## src/rtl/mux8_rr_arbiter.sv

```systemverilog
// Round-robin arbiter sharing one 8:1 select path among 8 requesters.
// Holds each grant for one burst, ended by req_last or the beat cap.
module mux8_rr_arbiter #(
  parameter int DATA_W    = 8,
  parameter int MAX_BURST = 4
) (
  input  logic              clk,
  input  logic              rst,
  input  logic [7:0]        req_valid,
  input  logic [8*DATA_W-1:0] req_data,
  input  logic [7:0]        req_last,
  output logic [7:0]        req_ready,
  output logic              out_valid,
  output logic [DATA_W-1:0] out_data,
  output logic              out_last,
  input  logic              out_ready,
  output logic [2:0]        sel,
  output logic              busy
);

  typedef enum logic {
    IDLE,
    GRANT
  } state_t;

  localparam logic [7:0] CAP = 8'(MAX_BURST - 1);

  state_t     state_q, state_d;
  logic [2:0] ptr_q;
  logic [2:0] sel_q;
  logic [7:0] beat_q;
  logic [2:0] win;
  logic       any_req;
  logic       fire;

  assign any_req = |req_valid;
  assign fire    = out_valid & out_ready;
  assign sel     = sel_q;

  // Descending scan so the lowest offset from ptr wins.
  always_comb begin
    logic [2:0] idx;
    idx = '0;
    win = ptr_q;
    for (int k = 7; k >= 0; k--) begin
      idx = ptr_q + 3'(k);
      if (req_valid[idx]) win = idx;
    end
  end

  always_ff @(posedge clk) begin
    if (rst) begin
      state_q <= IDLE;
      ptr_q   <= '0;
      sel_q   <= '0;
      beat_q  <= '0;
    end else begin
      state_q <= state_d;
      if (state_q == IDLE && any_req) begin
        sel_q  <= win;
        beat_q <= '0;
      end
      if (fire) begin
        if (out_last) begin
          ptr_q  <= sel_q + 3'd1;
          beat_q <= '0;
        end else begin
          beat_q <= beat_q + 8'd1;
        end
      end
    end
  end

  always_comb begin
    state_d = state_q;
    unique case (state_q)
      IDLE:  if (any_req) state_d = GRANT;
      GRANT: if (fire && out_last) state_d = IDLE;
      default: state_d = IDLE;
    endcase
  end

  always_comb begin
    busy      = 1'b0;
    out_valid = 1'b0;
    out_data  = '0;
    out_last  = 1'b0;
    req_ready = '0;
    unique case (state_q)
      IDLE: ;
      GRANT: begin
        busy      = 1'b1;
        out_valid = req_valid[sel_q];
        out_data  = req_data[sel_q*DATA_W +: DATA_W];
        out_last  = req_last[sel_q] | (beat_q == CAP);
        req_ready = out_ready ? (8'b1 << sel_q) : 8'b0;
      end
      default: ;
    endcase
  end

endmodule

```

## config.mk

```make
export PLATFORM = sky130hd
export DESIGN_NAME = mux8_rr_arbiter
export DESIGN_NICKNAME = d
export VERILOG_FILES = /design/src/rtl/mux8_rr_arbiter.sv
export SDC_FILE = /design/constraint.sdc
export NUM_CORES = 1
export LEC_CHECK = 0
export CAP_MARGIN = 30
export CORE_MARGIN = 10
export CORE_UTILIZATION = 43
export DETAILED_ROUTE_END_ITERATION = 8
export GPL_ROUTABILITY_DRIVEN = 1
export PLACE_DENSITY = 0.82
export SLEW_MARGIN = 10
export SYNTH_ARGS = -nofsm -noshare
export SYNTH_HDL_FRONTEND = slang
export SYNTH_SLANG_ARGS = --single-unit
```

## constraint.sdc

```tcl
create_clock -name clk -period 3.3 [get_ports clk]
set_input_delay 0.66 -clock clk [delete_from_list [all_inputs] [get_ports clk]]
set_output_delay 0.66 -clock clk [all_outputs]
set_load 0.03 [all_outputs]
```

==> metrics.txt <==
# TYPE chip_impl_metric gauge
chip_impl_metric{name="grt_util_all_layers",unit="%"} 18.7
chip_impl_metric{name="setup_viol",unit=""} 0
chip_impl_metric{name="n_antenna_cell",unit=""} 0
chip_impl_metric{name="placed_cells_incl_taps",unit=""} 410
chip_impl_metric{name="start_util",unit="%"} 45.0
chip_impl_metric{name="layout.cells.non_filler",unit=""} 414
chip_impl_info{name="regToRegStartpoint",value="ptr_q[0]$_SDFFE_PP0P_"} 1
chip_impl_metric{name="postSynth.asyncResetShare",unit="%"} 0
chip_impl_metric{name="ios",unit=""} 105
chip_impl_metric{name="antenna_left",unit=""} 0
chip_impl_info{name="start_point_of_the_critical_path",value="req_data[54]"} 1
chip_impl_metric{name="drive_above_1_share",unit="%"} 17.2
chip_impl_metric{name="synth_cell_types",unit=""} 54
chip_impl_metric{name="number_of_cells_traversed_by_the_worst_hold_path",unit=""} 2
chip_impl_metric{name="drt_pass1_iterations",unit=""} 4
chip_impl_info{name="synth.largest_area_cell",value="mux4_2"} 1
chip_impl_info{name="setup.worst_path.start_class",value="primary input"} 1
chip_impl_metric{name="total_wirelength_of_the_detailed_routed_design",unit="um"} 8240
chip_impl_info{name="run_status",value="finished clean"} 1
chip_impl_metric{name="synth_area",unit="um^2"} 2330
chip_impl_metric{name="final_max_slew_viol_count",unit=""} 0
chip_impl_info{name="holdCritPathClass",value="flop to flop"} 1
chip_impl_metric{name="period_needed",unit="ns"} 3.07
chip_impl_metric{name="power.ir.vdd_worst",unit="uV"} 144
chip_impl_metric{name="met1_length",unit="um"} 3130
chip_impl_metric{name="num-fill-cells",unit=""} 402
chip_impl_metric{name="grt-ovfl-total",unit=""} 0
chip_impl_metric{name="report.final.hold_viol_count",unit=""} 0
chip_impl_metric{name="synth-warning-count",unit=""} 0
chip_impl_metric{name="cts_htree_levels",unit=""} 1
chip_impl_metric{name="fin_total_pwr",unit="uW"} 802
chip_impl_metric{name="std_cell_rows",unit=""} 26
chip_impl_info{name="holdCritStartpoint",value="beat_q[7]$_SDFFE_PP0P_"} 1
chip_impl_metric{name="syn_to_final_growth",unit="%"} 50.2
chip_impl_metric{name="critical_path_data_arrival_time",unit="ns"} 2.41
chip_impl_metric{name="avgViaCountPerCell",unit=""} 5.88
chip_impl_metric{name="cellPowerDensity",unit="nW/um^2"} 230
chip_impl_metric{name="fp.dieW",unit="um"} 93.5
chip_impl_metric{name="first_iter_violations",unit=""} 141
chip_impl_metric{name="grt_start_max_net_pins",unit=""} 18
chip_impl_metric{name="hpwlAfterDp",unit="um"} 6790
chip_impl_metric{name="drc",unit=""} 0
chip_impl_metric{name="crit_required",unit="ns"} 2.64
chip_impl_metric{name="area_of_the_core",unit="um^2"} 5170
chip_impl_metric{name="syn-num-nets",unit=""} 334
chip_impl_metric{name="nets",unit=""} 437
chip_impl_metric{name="synth_top_area_share",unit="%"} 26.1
chip_impl_metric{name="die_h",unit="um"} 93.5
chip_impl_metric{name="clock_tree.buffer_depth",unit=""} 2
chip_impl_metric{name="tightest_slew",unit="ns"} 0.606
chip_impl_info{name="top_post_synthesis_cells_by_area",value="mux4_2 26%, dfxtp_1 13%, ha_1 4.8%, mux4_1 4.5%, nand2_1 4.4%"} 1
chip_impl_info{name="top_layer",value="met4"} 1
chip_impl_metric{name="worst_skew_pair_latency",unit="ns"} 0.25
chip_impl_metric{name="cap_viol_max_count",unit=""} 0
chip_impl_metric{name="part_of_the_yosys_area_used_for_sequential_elements",unit="%"} 12.9
chip_impl_metric{name="cts.reportedPaths.clkPinSlew",unit="ns"} 0.06
chip_impl_metric{name="critical_path_peak_fanout",unit=""} 1
chip_impl_info{name="crit_type",value="primary input to output pin"} 1
chip_impl_metric{name="cts_setup_buffers",unit=""} 0
chip_impl_metric{name="gpl.final_weighted_congestion",unit=""} 0.956
chip_impl_metric{name="grt_pass1_wl",unit="um"} 13100
chip_impl_metric{name="cts.sinks",unit=""} 15
chip_impl_metric{name="wl_per_cell",unit="um"} 19.9
chip_impl_metric{name="timing.setup.tns",unit="ns"} 0
chip_impl_metric{name="grt_pass1_vias",unit=""} 2582
chip_impl_info{name="final_common_cell",value="clkdlybuf4s50_1"} 1
chip_impl_metric{name="cts.hold.buffers_added",unit=""} 0
chip_impl_metric{name="worstRegToRegCells",unit=""} 8
chip_impl_metric{name="number_of_antenna_violations_at_the_first_check_in_global_routing",unit=""} 0
chip_impl_metric{name="final.setup_skew",unit="ns"} 0.00104
chip_impl_metric{name="die_footprint",unit="um^2"} 8750
chip_impl_metric{name="timing.final.crit_share",unit="%"} 93.1
chip_impl_metric{name="met2_wirelength",unit="um"} 4550
chip_impl_info{name="crit_path_end_kind",value="output pin"} 1
chip_impl_metric{name="wl_met3",unit="um"} 377
chip_impl_metric{name="syn-instance-count",unit=""} 242
chip_impl_metric{name="p_leak",unit="uW"} 0.00130
chip_impl_metric{name="worst_slew_margin_rel",unit="%"} 58.6
chip_impl_metric{name="tritoncts.num_buffers",unit=""} 3
chip_impl_info{name="grt_setup_unrepaired",value="false"} 1
chip_impl_metric{name="synth_area_per_cell",unit="um^2"} 9.61
chip_impl_metric{name="ys_ff_latch",unit=""} 15
chip_impl_info{name="ys.flop_type",value="dfxtp_1"} 1
chip_impl_metric{name="synth_enable_flop_cells",unit=""} 0
chip_impl_metric{name="achievable-frequency",unit="GHz"} 0.325
chip_impl_info{name="root_buffer_master",value="clkbuf_8"} 1
chip_impl_metric{name="port-buffer-count",unit=""} 104
chip_impl_info{name="tritoncts",value="yes"} 1
chip_impl_info{name="mostFrequentLayoutCells",value="102 x clkdlybuf4s50_1, 27 x mux4_2, 27 x nand2_1"} 1
chip_impl_metric{name="vias",unit=""} 2433
[area by class of cell]
| cell class | count | area, um^2 | share of cell area (%) |
|---|---|---|---|
| inverter | 11 | 41.3 | 1.18 |
| clock inverter | 1 | 5.00 | 0.143 |
| multi-input combinational | 199 | 1890 | 54.2 |
| tap | 70 | 87.6 | 2.51 |
| timing repair buffer | 115 | 1120 | 32.2 |
| sequential | 15 | 302 | 8.63 |
| clock buffer | 3 | 41.3 | 1.18 |
[synth_stat cells (2+ instances only)]
cell / number
o21ai_0: 3
mux2_2: 5
o21bai_1: 2
buf_2: 3
ha_1: 9
clkbuf_1: 10
inv_1: 10
nor4_1: 3
nor2b_1: 2
nor3_1: 4
mux4_1: 4
a22o_1: 2
o22ai_1: 2
o211ai_1: 2
and3_1: 13
a21boi_0: 8
a21oi_1: 8
buf_6: 4
mux2_1: 4
nand2_1: 27
and2_1: 4
a211oi_1: 2
a31oi_1: 7
nand3_1: 4
a22oi_1: 2
nand2b_1: 4
dfxtp_1: 15
mux4_2: 27
mux2i_1: 10
nor2_1: 12
or2_1: 2
xnor2_1: 5
a2111oi_0: 2
[layer usage]
metal	track usage (%)	up-vias
met4	4.30	0
met3	3.20	14
li1	-	1157
met1	20.8	1192
met2	35.8	70
met5	0	-
[final timing paths]
check / endpoint / slack (ns)
setup / recovery: out_data[6] / 0.23
hold / removal: beat_q[7]$_SDFFE_PP0P_ / 0.52
setup reg to reg: sel[0]$_SDFFE_PP0P_ / 0.36
hold reg to reg: beat_q[7]$_SDFFE_PP0P_ / 0.52
[registers in the layout (all words and copies together), names as in the netlist]
register	cells
sel	3
ptr_q	3
state_q	1
beat_q	8
[through the flow]
stage / hold WS [ns] / setup slack, ns / utilization (%) / instance area [um^2]
final: 0.520 / 0.228 / 67.5 / 3490
after global routing: 0.557 / 0.126 / 67.5 / 3490
after CTS: 0.518 / 0.0336 / 67.5 / 3490
after detailed placement: 0.485 / 0.0346 / 66.4 / 3440
after global placement: 0.479 / 0.0431 / 66.4 / 3440
after floorplan: 0.455 / 0.306 / - / 2330
[critical path, stage by stage]
cell and delay, ns:
clkdlybuf4s50_1 0.50, mux4_2 0.23, nand2_1 0.05, a21boi_0 0.23, clkdlybuf4s50_1 0.74
[timing repair]
item / 4_1_cts / 5_1_grt
endpoints found under the setup margin: 1 / 2
pin swaps: 0 / 0
gates resized for setup: 1 / 2
[cell families (layout without fill, tap and decap cells)]
family	after synthesis	count (layout)	share of synthesized area, %
and+or+nand+nor	80	80	17.3
AOI/OAI and AO/OA	53	53	16.6
muxes	52	52	40.6
buffers and inverters	28	130	5.97
DFF	15	15	12.9
adders and majority gates	9	9	4.84
xor gates and xnor gates	5	5	1.88
[where the power goes]
part | switching, uW | leakage, uW | internal [uW] | total [uW]
registers | 17.5 | 0.000122 | 187 | 204
logic | 191 | 0.00116 | 252 | 442
clock network | 71.4 | 0.0000255 | 83.9 | 155
No activity file was read; power rests on OpenSTA's default activity.
==> patch (same settings) <==
Change the parameter `DATA_W` from 8 to 10.
--- a/src/rtl/mux8_rr_arbiter.sv
+++ b/src/rtl/mux8_rr_arbiter.sv
@@ -1,7 +1,7 @@
 // Round-robin arbiter sharing one 8:1 select path among 8 requesters.
 // Holds each grant for one burst, ended by req_last or the beat cap.
 module mux8_rr_arbiter #(
-  parameter int DATA_W    = 8,
+  parameter int DATA_W    = 10,
   parameter int MAX_BURST = 4
 ) (
   input  logic              clk,
Ports: changed (resized out_data and req_data); port bits go from 105 to 123. The function was not compared with the original's and may differ.
==> patch against the unedited design <==
Synthesized area is 4.0% higher. Count of clock-buffer cells in the layout stayed put. Design area is 8.9% higher. Largest cell class unchanged. Worst setup slack worse by 0.082 ns. Power is 2.9% higher. First-iteration DRC count stayed put. Critical endpoint is now out_valid. Non-clock buffer count is 24 higher. Maximum frequency is 2.6% lower. Sequential cell count stayed put. Cell count is 10% higher. Routed wire length is 12% higher. Highest routed layer unchanged.
==> patch: results (changes against the unedited design) <==
[global_routing]
antenna_found_initial=0  ; unchanged
grt_pass1_wl_um=13830  ; +5.4%
grtUsageTotal_pct=19.27  ; +0.56 points
grt_max_degree=23  ; +5
met1_usage_pct=22.37  ; +1.6 points
use_met2_pct=37.01  ; +1.2 points
grt_pass1_vias=2684  ; +4.0%
grt.met3_usage_pct=2.435  ; -0.76 points

[synthesis]
yosys-top-cells-area=mux4_2, dfxtp_1, nand2_1
synth_cell_type_count=49  ; -9.3%
synthArstFlopShare_pct=0  ; unchanged
yosysWarnings=0  ; unchanged
synth_common_cells=nand2_1, mux4_2, nor2_1
mappedNetlistNets=371  ; +11%
yosysSeqAreaShare_pct=12.41  ; -0.50 points

[cts]
postCtsSetupBuffers=0  ; unchanged
numCtsBuffers=3  ; unchanged
clk_path_buf_depth=2  ; unchanged
clk_pin_slew_ns=0.06  ; about the same
worst_skew_pair.late_latency_ns=0.25  ; about the same
cts_resized=0  ; -1
cts_root_buffer=clkbuf_8

[worst_setup_path]
path_max_fanout=2  ; +1
r2r_cells=8  ; unchanged
r2r_start=ptr_q[0]$_SDFFE_PP0P_
critPathMaxStageDelay_ns=0.63  ; -0.11 ns
rrSetupSlack_ns=0.46  ; +0.10 ns
cp.arrival_ns=2.49  ; +0.08 ns
cpLargestDelayFamily=buffers and inverters
slowest_stage=clkdlybuf4s50_1
r2r-end=sel[0]$_SDFFE_PP0P_

[cells_and_area]
layout.nets=493  ; +13%
n_antenna_cell=0  ; unchanged
largest_reg_flops=8  ; unchanged
nFillCells=431  ; +7.2%
regMostFlops=beat_q
drive_gt1_share_pct=18.23  ; +1.1 points

[timing]
final-hold-violation-count=0  ; unchanged
tightest_slew_ns=0.6081  ; +0.002513 ns
fin_skew_ns=0.004715  ; +0.003676 ns

[worst_hold_path]
holdPathStages=2  ; unchanged
hold_class=flip-flop to flip-flop
min_from=beat_q[7]$_SDFFE_PP0P_
whs_endpoint=beat_q[7]$_SDFFE_PP0P_

[place]
gp_congestion=0.8485  ; -11%
port_buffers=122  ; +17%
hpwl_um=7887  ; +16%

[power_and_ir_drop]
p_leak_uw=0.001374  ; +5.5%
vdd_ir_drop_max_mv=0.1274  ; -12%

[status]
status=completed

[detailed_routing]
drtPass1Iterations=4  ; unchanged
viasPerCell=5.754  ; -2.1%
drtIter0Drc=141  ; unchanged
final_antenna_net_count=0  ; unchanged
finalWirelength_um=9228  ; +12%

[patch: changes by cell type in the layout (fill, tap and decap cells not counted), sizes merged, moves of 2 or more]
cell,before,now
and3,13,5
a21boi,8,0
or2,2,0
o21a,1,3
mux4,31,35
clkdlybuf4s50,102,122
buf,12,17
nand2,28,37
o211ai,2,4
a31oi,7,4
a21oi,8,18
nor2,12,22
[patch: cell families (layout without fill, tap and decap cells)]
kind of cell / Yosys count / after routing / synth area share, %
AO/OA/AOI/OAI: 54 / 54 / 15.62
XOR/XNOR: 5 / 5 / 1.810
adder cells (fa/ha/maj): 9 / 9 / 4.654
buffers and inverters: 34 / 155 / 6.567
flip-flops: 15 / 15 / 12.41
multiplexers: 56 / 56 / 41.78
AND/OR/NAND/NOR: 90 / 90 / 17.17
[patch: layer usage]
layer  vias up  routed length, µm  share of wire, %
met1      1291               3415                37
met4         0                125               1.4
met5         -                  0                 0
met3        12                417               4.5
li1       1248                  -                 -
met2        73               5269                57
[patch: worst max path at each step]
stage / from / to / slack, ns / depth (start not counted)
after global placement: req_valid[3] / out_valid / 0.15 / 5
after floorplan: ptr_q[1]$_SDFFE_PP0P_ / sel[0]$_SDFFE_PP0P_ / 0.38 / 10
after global routing: sel[0]$_SDFFE_PP0P_ / out_data[4] / 0.06 / 5
after detailed placement: req_valid[1] / out_valid / 0.14 / 5
final: req_valid[1] / out_valid / 0.15 / 5
after CTS: req_valid[1] / out_valid / 0.14 / 5
[patch: tightest hold or removal path: cells and delay by family, from the launching register on]
kind | cells | cell delay, ns
AOI/OAI and AO/OA | 1 | 0.09
buffers and inverters | 1 | 0.09
DFF | 1 | 0.29
[patch: cell type report]
type / instances / share of cell area (%)
well taps: 72 / 2.368
flip-flops and latches: 15 / 7.925
clock inverters: 1 / 0.1315
inverters: 12 / 1.184
multi-input cells: 214 / 51.53
repair buffers: 139 / 35.78
clock buffers: 3 / 1.085
[patch: metrics by stage]
| step | instance area (µm²) | util (%) | worst slack, ns | hold slack, ns | cells |
|---|---|---|---|---|---|
| floorplan | 2420 | - | 0.3787 | 0.4846 | 263 |
| global placement | 3759 | 68.68 | 0.1517 | 0.5090 | 452 |
| detailed placement | 3759 | 68.68 | 0.1369 | 0.5179 | 452 |
| CTS | 3805 | 69.52 | 0.1350 | 0.5262 | 456 |
| global route | 3805 | 69.52 | 0.06474 | 0.5575 | 456 |
| finish | 3805 | 69.52 | 0.1458 | 0.5260 | 456 |
[patch: power breakdown]
part	switching, µW	leakage (µW)	internal (µW)
logic	197	0.00123	276
registers	18.1	0.000122	186
clock network	64.0	0.0000255	83.6
